===== src/rtl/dev_uart_tx.sv =====
// 8N1 UART transmitter with a small byte FIFO, paced by an 8x-baud TIC strobe.
// Even parity bit between data and stop is compiled in with DEV_UART_TX_PARITY_EN.
module dev_uart_tx #(
  parameter int FIFO_DEPTH = 4
) (
  input  logic       CLK,
  input  logic       RST,
  input  logic       TIC,
  input  logic [7:0] TxDAT,
  input  logic       TxSTB,
  output logic       TxD,
  output logic       TxFULL,
  output logic       TxEMPTY,
  output logic       TxBUSY,
  output logic       TxOVF
);

  localparam int AW = (FIFO_DEPTH > 1) ? $clog2(FIFO_DEPTH) : 1;
  localparam int CW = AW + 1;

  localparam logic [2:0] S_IDLE   = 3'd0;
  localparam logic [2:0] S_START  = 3'd1;
  localparam logic [2:0] S_DATA   = 3'd2;
  localparam logic [2:0] S_STOP   = 3'd3;
`ifdef DEV_UART_TX_PARITY_EN
  localparam logic [2:0] S_PARITY = 3'd4;
`endif

  logic [7:0]    r_mem [FIFO_DEPTH];
  logic [AW-1:0] r_wptr;
  logic [AW-1:0] r_rptr;
  logic [CW-1:0] r_cnt;
  logic          r_full;
  logic          r_empty;
  logic          r_ovf;

  logic [2:0]    r_state;
  logic [2:0]    r_tcnt;
  logic [2:0]    r_bidx;
  logic [7:0]    r_shift;
  logic          r_txd;
  logic          r_busy;
`ifdef DEV_UART_TX_PARITY_EN
  logic          r_par;
`endif

  logic          w_push;
  logic          w_pop;
  logic [CW-1:0] w_cnt_nxt;

  // Acceptance looks only at the registered full flag, so a pop in the same
  // cycle never rescues a write into a full FIFO.
  assign w_push = TxSTB && !r_full;
  assign w_pop  = TIC && !r_empty &&
                  ((r_state == S_IDLE) || ((r_state == S_STOP) && (r_tcnt == 3'd0)));

  always_comb begin
    w_cnt_nxt = r_cnt;
    if (w_push && !w_pop)
      w_cnt_nxt = r_cnt + CW'(1);
    else if (!w_push && w_pop)
      w_cnt_nxt = r_cnt - CW'(1);
  end

  always_ff @(posedge CLK) begin
    if (w_push)
      r_mem[r_wptr] <= TxDAT;
  end

  always_ff @(posedge CLK) begin
    if (RST) begin
      r_wptr  <= '0;
      r_rptr  <= '0;
      r_cnt   <= '0;
      r_full  <= 1'b0;
      r_empty <= 1'b1;
      r_ovf   <= 1'b0;
    end else begin
      if (w_push)
        r_wptr <= r_wptr + AW'(1);
      if (w_pop)
        r_rptr <= r_rptr + AW'(1);
      r_cnt   <= w_cnt_nxt;
      r_full  <= (w_cnt_nxt == CW'(FIFO_DEPTH));
      r_empty <= (w_cnt_nxt == '0);
      r_ovf   <= TxSTB && r_full;
    end
  end

  // tcnt counts down the 8 TICs of the current bit; state moves only when it hits 0.
  always_ff @(posedge CLK) begin
    if (RST) begin
      r_state <= S_IDLE;
      r_tcnt  <= 3'd0;
      r_bidx  <= 3'd0;
      r_shift <= 8'd0;
      r_txd   <= 1'b1;
      r_busy  <= 1'b0;
`ifdef DEV_UART_TX_PARITY_EN
      r_par   <= 1'b0;
`endif
    end else if (TIC) begin
      if ((r_state != S_IDLE) && (r_tcnt != 3'd0)) begin
        r_tcnt <= r_tcnt - 3'd1;
      end else begin
        case (r_state)
          S_IDLE, S_STOP: begin
            if (w_pop) begin
              r_shift <= r_mem[r_rptr];
`ifdef DEV_UART_TX_PARITY_EN
              r_par   <= ^r_mem[r_rptr];
`endif
              r_txd   <= 1'b0;
              r_tcnt  <= 3'd7;
              r_state <= S_START;
              r_busy  <= 1'b1;
            end else begin
              r_txd   <= 1'b1;
              r_state <= S_IDLE;
              r_busy  <= 1'b0;
            end
          end
          S_START: begin
            r_txd   <= r_shift[0];
            r_bidx  <= 3'd0;
            r_tcnt  <= 3'd7;
            r_state <= S_DATA;
          end
          S_DATA: begin
            r_tcnt <= 3'd7;
            if (r_bidx == 3'd7) begin
`ifdef DEV_UART_TX_PARITY_EN
              r_txd   <= r_par;
              r_state <= S_PARITY;
`else
              r_txd   <= 1'b1;
              r_state <= S_STOP;
`endif
            end else begin
              r_shift <= r_shift >> 1;
              r_txd   <= r_shift[1];
              r_bidx  <= r_bidx + 3'd1;
            end
          end
`ifdef DEV_UART_TX_PARITY_EN
          S_PARITY: begin
            r_txd   <= 1'b1;
            r_tcnt  <= 3'd7;
            r_state <= S_STOP;
          end
`endif
          default: begin
            r_txd   <= 1'b1;
            r_state <= S_IDLE;
            r_busy  <= 1'b0;
          end
        endcase
      end
    end
  end

  assign TxD     = r_txd;
  assign TxFULL  = r_full;
  assign TxEMPTY = r_empty;
  assign TxBUSY  = r_busy;
  assign TxOVF   = r_ovf;

endmodule


===== config.mk =====
export PLATFORM = sky130hd
export DESIGN_NAME = dev_uart_tx
export DESIGN_NICKNAME = d
export VERILOG_FILES = /design/src/rtl/dev_uart_tx.sv
export SDC_FILE = /design/constraint.sdc
export NUM_CORES = 1
export LEC_CHECK = 0
export CORE_MARGIN = 2
export CORE_UTILIZATION = 63
export DETAILED_ROUTE_END_ITERATION = 8
export PLACE_DENSITY = 0.95
export SKIP_LAST_GASP = 1
export SLEW_MARGIN = 30
export SYNTH_ARGS = -nofsm -noshare
export SYNTH_HDL_FRONTEND = slang
export SYNTH_SLANG_ARGS = --single-unit

===== constraint.sdc =====
create_clock -name CLK -period 5.53 [get_ports CLK]
set_input_delay 1.106 -clock CLK [delete_from_list [all_inputs] [get_ports CLK]]
set_output_delay 1.106 -clock CLK [all_outputs]
set_load 0.1 [all_outputs]

==> reports/metrics.yaml <==
outcome:
  outcome: "finished, final reports clean"
floorplan:
  dieHeight_um: 70.3
  ios: 17
  rows: 24
  start_util: 0.645
  core_um2: 4290
  die_area_um2: 4940
  fp.dieW_um: 70.3
global_route:
  grtUsageTotal: 0.202
  grt_max_degree: 30
  antenna_found_initial: 0
  grt_pass1_wl_um: 7400
  overflow: 0
  grt_pass1_vias: 1554
route:
  routedWlPerCell_um: 15.8
  dr.pass1.iters: 5
  highest_layer: "met4"
  drc_errors: 0
  via_per_inst: 5.65
  wl_um: 4490
  wl_met2_um: 2300
  drt_iter0_markers: 68
  antenna_left: 0
  drt-met1-wl_um: 2010
  wl_met3_um: 133
  via_count: 1606
clock_network:
  ctsResizeCount: 0
  cts_buffers: 9
  clk_pin_slew_worst_paths_ps: 70
  root_buffer: "clkbuf_8"
  clock_path_buffers: 2
  cts.sinks: 62
  htreeDepth: 3
  cts_setup_buffers: 0
  clkLatencyLatePin_ps: 330
  cts_tree: "built"
  holdBufCountCts: 0
timing:
  fin_skew_ps: 7.92
  rsz0062_at_grt: "false"
  max_slew_margin: 0.352
  setup_viol: 0
  tns_ps: 0
  fin_ws_ps: 2560
  final_max_slew_viol_count: 0
  fin_crit_ps: 2970
  tightest_slew_ps: 969
  hold_viol: 0
  holdWs_ps: 477
  min_period_over_period: 0.537
  fmax_ghz: 0.337
job:
  maxCapViolCount: 0
critical_path:
  path_cells: "clkdlybuf4s50_1"
  cpLargestDelayFamily: "buffers and inverters"
  path_buf_inv: 1
  path_max_fanout: 4
  cp.arrival_ps: 1870
  critical_path_class: "flop to output port"
  startpoint_type: "flop"
  required_ps: 4420
  critPathMaxStageDelay_ps: 1160
  r2r_slack_ps: 3360
  r2r-start: "r_state[0]"
  cp-end-kind: "output port"
  rr_endpoint: "r_shift[2]"
  slowest_stage: "clkdlybuf4s50_1"
  r2r_cells: 6
finish:
  instances_no_fill: 284
  layout_commonest_cell: "edfxtp_1"
  syn_to_final_growth_pct: 12.5
  multiInputGateArea_um2: 1110
  layout-drive-gt1-share: 0.164
  antennaDiodeCount: 0
  num-nets-final: 253
  seq_area_um2: 1560
  fillCellCount: 271
  final_cell_mix: "32 x edfxtp_1, 30 x dfxtp_1, 24 x nor2_1, 15 x clkdlybuf4s50_1, 14 x ha_1"
hold_path:
  whs_path_depth: 1
  hold_class: "flop to flop"
  hp-start: "TxD"
  min_to: "TxD"
placed_design:
  io_buffers: 16
  pre_cts_ws_ps: 2510
  dp_cells: 268
  dp_hpwl_um: 2970
  gp_congestion: 0.745
synthesis:
  ys_warn_count: 0
  synth.avg_cell_area_um2: 13.2
  postSynthCellCount: 209
  netlist_area_um2: 2770
  syn-num-nets: 235
  synth-seq-area-share: 0.564
  ys_ff_latch: 62
  synth_cell_types: 42
power_and_ir_drop:
  internal_power_uw: 906
  comb_power_share: 0.296
  leakagePower_nw: 1.10
  peakVddDrop_uv: 210
  seq_power_share: 0.446
  netSwitchingFraction: 0.332
  p_sw_uw: 450
  powerDensity_nw_per_um2: 435
  p_clk_frac: 0.258
## cells in the mapped netlist (all sizes together)
| cell | instances | area, µm² |
|---|---|---|
| o21ai | 3 | 18.8 |
| mux2i | 10 | 100 |
| a31oi | 1 | 6.26 |
| o22ai | 1 | 20.0 |
| or3b | 1 | 8.76 |
| clkbuf | 3 | 11.3 |
| and2 | 5 | 31.3 |
| a21oi | 7 | 35.0 |
| xnor2 | 4 | 35.0 |
| ha | 14 | 175 |
| mux4 | 8 | 180 |
| nor2 | 24 | 90.1 |
| nand2b | 6 | 40.0 |
| a211o | 2 | 26.3 |
| nand2 | 6 | 22.5 |
| and4b | 1 | 10.0 |
| a311oi | 1 | 8.76 |
| xor2 | 3 | 26.3 |
| dfxtp | 30 | 601 |
| nor3b | 2 | 15.0 |
| nand3b | 2 | 27.5 |
| o211ai | 1 | 7.51 |
| o21bai | 2 | 15.0 |
| edfxtp | 32 | 961 |
| a211oi | 11 | 118 |
| a32oi | 1 | 8.76 |
| a22oi | 3 | 36.3 |
| nor3 | 4 | 25.0 |
| nor2b | 2 | 20.0 |
| buf | 6 | 40.0 |
| inv | 13 | 48.8 |
## how the worst max path moves through the flow
stage                       from           to  slack [ps]  cells past startpoint
final                     TxFULL       TxFULL        2560                      1
after CTS                 TxFULL       TxFULL        2540                      1
after detailed placement   TxSTB  r_mem[2][3]        2510                      3
after global placement     TxSTB  r_mem[1][3]        2580                      3
after global routing      TxFULL       TxFULL        2510                      1
after floorplan            TxSTB       TxFULL        3280                      6
## metal layers
| metal | track usage | up-vias |
|---|---|---|
| met5 | 0 | - |
| met4 | 0.0962 | 0 |
| met3 | 0.0649 | 4 |
| met2 | 0.320 | 34 |
| met1 | 0.251 | 778 |
| li1 | - | 790 |
## registers in the layout, summed over array words and instances (netlist names), named ones only
register	flops
r_mem	32
r_shift	8
r_bidx	3
r_cnt	3
r_tcnt	3
r_rptr	2
r_state	2
r_wptr	2
TxBUSY	1
TxD	1
TxEMPTY	1
TxFULL	1
TxOVF	1
## per-stage QoR
stage / total power [mW] / util / instance area, µm²
final: 1.36 / 0.725 / 3110
after global routing: 1.43 / 0.725 / 3110
after CTS: 1.36 / 0.725 / 3110
after detailed placement: 1.01 / 0.684 / 2940
after global placement: 0.997 / 0.685 / 2940
after floorplan: 0.943 / - / 2770
## worst reg2reg max path, cell delays in order (launching register included)
cell and delay [ps]:
dfxtp_1 340, inv_1 90, ha_1 550, nand2b_1 190, and4b_1 590, nor2_1 130, a211oi_2 210
## layout make-up
class                      instances  area share
timing repair buffer              16      0.0498
clock buffer                      12      0.0498
tap                               52      0.0209
sequential                        62       0.501
multi-input combinational        125       0.356
inverter                          13      0.0157
clock inverter                     4     0.00683
## power by group through the flow
| stage | Combinational, mW | Sequential, mW | Clock (mW) |
|---|---|---|---|
| floorplan | 0.297 | 0.646 | 0 |
| global placement | 0.387 | 0.610 | 0 |
| detailed placement | 0.397 | 0.615 | 0 |
| CTS | 0.402 | 0.606 | 0.356 |
| global route | 0.438 | 0.615 | 0.376 |
| finish | 0.401 | 0.605 | 0.350 |
## kinds of logic after synthesis
kind of cell             share of synthesized area
AO/OA/AOI/OAI                                0.108
XOR/XNOR                                    0.0221
adder cells (fa/ha/maj)                     0.0633
buffers and inverters                       0.0362
flip-flops                                   0.564
multiplexers                                 0.101
AND/OR/NAND/NOR                              0.105
Power figures use the tool's default switching activity.
